`config.mk`:
```
export PLATFORM = sky130hd
export DESIGN_NAME = fifo_wr_arbiter
export DESIGN_NICKNAME = d
export VERILOG_FILES = /design/src/rtl/fifo_wr_arbiter.sv
export SDC_FILE = /design/constraint.sdc
export NUM_CORES = 1
export LEC_CHECK = 0
export ABC_AREA = 1
export BUFFER_PORTS_ARGS = -buffer_cell sky130_fd_sc_hd__buf_2
export CAP_MARGIN = 20
export CORE_ASPECT_RATIO = 0.6
export CORE_MARGIN = 2
export CORE_UTILIZATION = 24
export DETAILED_ROUTE_END_ITERATION = 7
export GPL_ROUTABILITY_DRIVEN = 0
export SLEW_MARGIN = 20
export SYNTH_ARGS = -nofsm -noshare
export SYNTH_HDL_FRONTEND = slang
export SYNTH_SLANG_ARGS = --single-unit
```
`constraint.sdc`:
```
create_clock -name clk -period 1.6 [get_ports clk]
set_input_delay 0.24 -clock clk [delete_from_list [all_inputs] [get_ports clk]]
set_output_delay 0.24 -clock clk [all_outputs]
set_load 0.005 [all_outputs]
```
`src/rtl/fifo_wr_arbiter.sv`:
```
// Round-robin arbiter sharing one FIFO write port between NUM_REQ producers.
// Grants bursts of up to MAX_BURST words and throttles on FIFO full/almostfull.
module fifo_wr_arbiter #(
  parameter int unsigned NUM_REQ    = 4,
  parameter int unsigned FIFO_WIDTH = 16,
  parameter int unsigned MAX_BURST  = 4
) (
  input  logic                          clk,
  input  logic                          rst_n,
  input  logic [NUM_REQ-1:0]            req,
  input  logic [NUM_REQ*FIFO_WIDTH-1:0] data,
  output logic [NUM_REQ-1:0]            ack,
  input  logic                          fifo_full,
  input  logic                          fifo_almostfull,
  output logic                          fifo_wr_en,
  output logic [FIFO_WIDTH-1:0]         fifo_data_in,
  output logic [$clog2(NUM_REQ)-1:0]    owner,
  output logic                          busy
);

  localparam int unsigned IDX_W = $clog2(NUM_REQ);
  localparam int unsigned CNT_W = 4;

  typedef enum logic {IDLE, GRANT} state_e;

  state_e                  state_q, state_d;
  logic [IDX_W-1:0]        ptr_q, ptr_d;
  logic [IDX_W-1:0]        owner_d, winner;
  logic [CNT_W-1:0]        burst_cnt_q, burst_cnt_d;
  logic                    wr_en_d, busy_d, any_req;
  logic                    space_ok, accept, last_word;
  logic [FIFO_WIDTH-1:0]   data_in_d;
  logic [FIFO_WIDTH-1:0]   data_arr [NUM_REQ];

  function automatic logic [IDX_W-1:0] wrap_add(input logic [IDX_W-1:0] base,
                                                input int unsigned off);
    return IDX_W'((32'(base) + off) % NUM_REQ);
  endfunction

  always_comb begin
    for (int unsigned i = 0; i < NUM_REQ; i++) begin
      data_arr[i] = data[i*FIFO_WIDTH +: FIFO_WIDTH];
    end
  end

  // First requester at or after ptr, modulo NUM_REQ
  always_comb begin
    winner  = ptr_q;
    any_req = 1'b0;
    for (int unsigned i = 0; i < NUM_REQ; i++) begin
      if (!any_req && req[wrap_add(ptr_q, i)]) begin
        winner  = wrap_add(ptr_q, i);
        any_req = 1'b1;
      end
    end
  end

  // The registered write still in flight takes the last free slot
  assign space_ok  = !fifo_full && !(fifo_almostfull && fifo_wr_en);
  assign accept    = (state_q == GRANT) && req[owner] && space_ok;
  assign last_word = (burst_cnt_q == CNT_W'(MAX_BURST - 1));

  always_comb begin
    state_d     = state_q;
    ptr_d       = ptr_q;
    owner_d     = owner;
    burst_cnt_d = burst_cnt_q;
    wr_en_d     = 1'b0;
    data_in_d   = fifo_data_in;
    ack         = '0;
    case (state_q)
      IDLE: begin
        if (any_req) begin
          owner_d     = winner;
          burst_cnt_d = '0;
          state_d     = GRANT;
        end
      end
      GRANT: begin
        if (accept) begin
          ack[owner]  = 1'b1;
          wr_en_d     = 1'b1;
          data_in_d   = data_arr[owner];
          burst_cnt_d = burst_cnt_q + CNT_W'(1);
        end
        if ((accept && last_word) || !req[owner]) begin
          state_d = IDLE;
          ptr_d   = wrap_add(owner, 1);
        end
      end
    endcase
    busy_d = (state_d == GRANT);
  end

  always_ff @(posedge clk or negedge rst_n) begin
    if (!rst_n) begin
      state_q      <= IDLE;
      ptr_q        <= '0;
      owner        <= '0;
      burst_cnt_q  <= '0;
      fifo_wr_en   <= 1'b0;
      fifo_data_in <= '0;
      busy         <= 1'b0;
    end else begin
      state_q      <= state_d;
      ptr_q        <= ptr_d;
      owner        <= owner_d;
      burst_cnt_q  <= burst_cnt_d;
      fifo_wr_en   <= wr_en_d;
      fifo_data_in <= data_in_d;
      busy         <= busy_d;
    end
  end

endmodule

```
==> results.md <==
* Row count at 25
* Via count at 2275
* Post-DRT Antenna Nets at 0
* Clk sinks at 26
* GRT overflow at 0
* Setup violations, final at 4
* Clk buf depth at 2
* Post-DR vias/cell at 4.41
* Pin count of the biggest net entering global routing at 32
* Detailed placement HPWL at 4660 um
* Actual slew at the worst max-slew pin at ~600 ps
* Final Net Count at around 490
* Die X at about 120 um
* Area growth syn-to-layout at 45.5%
* Compound-cell area share of the yosys netlist at 15.9%
* Vias in the first global route at 2153
* Max Cap Violations at 0
* Fin. Hold Viols at 0
* H-tree depth at 1
* Rel. slew slack at 61.2%
* Area contributors post-synth: dfrtp_1 (33%), nand2_1 (20%), o21ai_0 (8.2%), nor2_1 (8.1%), o22ai_1 (5.2%)
* Synth area leader: dfrtp_1
* Maximum achievable frequency at 0.610 GHz
* Clk_skew at 4.13 ps
* I/O Pins at 96
* Power per cell area at about 1800 nW/um^2
* Yosys warns at 0
* Peak VDD IR at 0.567 mV
* Min Clock Period, post-route at ~1600 ps
* EDFF count, synth at 0
* Dominant synthesized flop cell: dfrtp_1
* Mux contribution to synthesized area at 0%
* Input/output buffers at 95
* Full die area at 8860 um^2
* Cell area after synthesis at 1940 um^2
* Final worst setup slack at -38.7 ps
* TritonCTS clock tree: built
* Area of the core at 7850 um^2
* Post-route setup TNS at -103 ps
* Most common cell in the synthesized netlist: nand2_1
* WS Path Type: reg2out
* Required time of the critical path at 1360 ps
* Seq cells post-synth at 26
* Mapped Avg Cell Area at approximately 6.5 um^2
* Post-synth net total at roughly 380
* Post-route DRC at 0
* Share of layout cells above drive strength 1 at 39.5%
* Post-synth ARST share at 100%
* Clock latency on the worst-skew pair at 260 ps
* Total CTS buffers at 3
* First-pass GRT wire length at 9940 um
* Hold Path Class: in2reg
* Status: finished with violations
* Initial core utilization at 24.7%
* Die Y at approximately 74 um
* Post-synth cell types at 27
* Largest family of logic cells by synthesized area: simple AND/OR/NAND/NOR gates
* Final period utilization at 102%
* Crit path DAT at 1400 ps
* Total Routed Length at 6200 um
* Drt wl/cell at roughly 12 um
* Clk root buf: clkbuf_16
* Antenna violations before repair at 0
* Failing checks: negative setup slack
* CP startpoint kind: flip-flop
* Initial drt markers at 118
* Synth Instances at 300
* Synth cell count leaders: nand2_1 (102), nor2_1 (42), o21ai_0 (32), dfrtp_1 (26), nand3_1 (17)
* Share of the synthesized area in the top cell type at 33.5%
* P_leak at 1.52 nW
* Max-slew violation count at 0
* Reg clk slew, reported paths at 60 ps
* Drt pass-1 iters at 4
* Synth Area in XOR/XNOR at 0.451%
* Sequential fraction of the synthesis area at around a third
* Max FO, Critical Path at 6
* Final Total Pwr at 0.00503 W
* Simple-Gate Fraction of Synth Area at 38.4%
* Number of antenna diodes at 0
* Post-synthesis adder-cell area fraction at 3.22%
* Total GRT Usage at 13.9%
* Unrepaired setup endpoints after global routing: true
* Critical Path End Type: primary output
* Number of filler cells placed in the layout at 873
metrics by stage:
stage | cells | worst slack, ps | instance area [um^2] | util [%] | hold WS [ps]
finish | 516 | -38.7 | 2830 | 36.0 | 351
global route | 516 | -107 | 2830 | 36.0 | 372
CTS | 512 | -10.1 | 2750 | 35.1 | 347
detailed placement | 502 | 63.0 | 2580 | 32.9 | 277
global placement | 502 | 91.0 | 2580 | 32.9 | 278
floorplan | 300 | 75.0 | 1940 | - | -55.6
cell type report:
cell class                      instances  area, um^2  area share, %
Multi-Input combinational cell        238        1190           42.0
Inverter                               19        83.8           2.96
Timing Repair Buffer                  122         689           24.4
Tap cell                              108         135           4.78
Clock buffer                            3        75.1           2.65
Sequential cell                        26         656           23.2
where the power goes:
group | internal, W | switching [W]
registers | 0.000956 | 0.000217
logic | 0.00136 | 0.00196
clock network | 0.000331 | 0.000212
registers in the layout, summed over array words and instances, names as in the netlist:
register and cells:
fifo_data_in 16, ptr_q 2, state_q 1, burst_cnt_q 4, fifo_wr_en 1, owner 2
path summary, 6_finish.rpt:
kind | start | to | slack (ps) | depth (start not counted)
min in group asynchronous | rst_n | fifo_data_in[4]$_DFFE_PN0P_ | 520 | 2
worst max-delay path | owner[0]$_DFFE_PN0P_ | ack[3] | -40 | 6
worst max register to register | owner[0]$_DFFE_PN0P_ | ptr_q[0]$_DFFE_PN0P_ | 10 | 9
worst min-delay path | data[11] | fifo_data_in[11]$_DFFE_PN0P_ | 350 | 5
max in group asynchronous | rst_n | ptr_q[1]$_DFFE_PN0P_ | 660 | 2
worst min register to register | fifo_data_in[13]$_DFFE_PN0P_ | fifo_data_in[13]$_DFFE_PN0P_ | 470 | 2
layout by cell type, fill, tap and decap left out, types with 2 or more instances in the layout:
cell and n:
inv_4 3, inv_2 4, nand2_4 6, dfrtp_2 4, clkbuf_16 3, buf_4 22
ha_1 4, nand2_1 97, nand2_2 9, o21ai_1 5, buf_2 96, o22ai_1 16
dfrtp_1 22, nand3_2 2, nor2_1 38, nor2_4 3, inv_1 11, nand3_1 16
nor2_2 2, buf_6 3, o21ai_0 32
what timing repair did:
item	CTS	global route
resized for setup	12	16
gates cloned	0	1
setup endpoints to repair	4	26
pin swaps	3	10
hold buffers	1	0
setup buffers	6	3
hold endpoints to repair	6	0
logic make-up after synthesis:
kind of cell | Yosys count
compound gates | 56
xor+xnor | 1
fa+ha+maj | 5
buf+inv | 36
flops | 26
simple gates | 176
layer usage:
metal	global-route usage (%)	routed length, um
met1	19.2	3160
met2	22.7	2610
met3	3.80	414
met4	1.57	21
met5	0	0
critical path, cell delays in order, from the launching register on:
cell,delay (ps)
dfrtp_2,450
inv_4,100
nor2_4,40
o21ai_4,190
nand2_4,120
nor2_2,120
buf_2,110
Note: power is estimated with default switching activity, not from simulation.
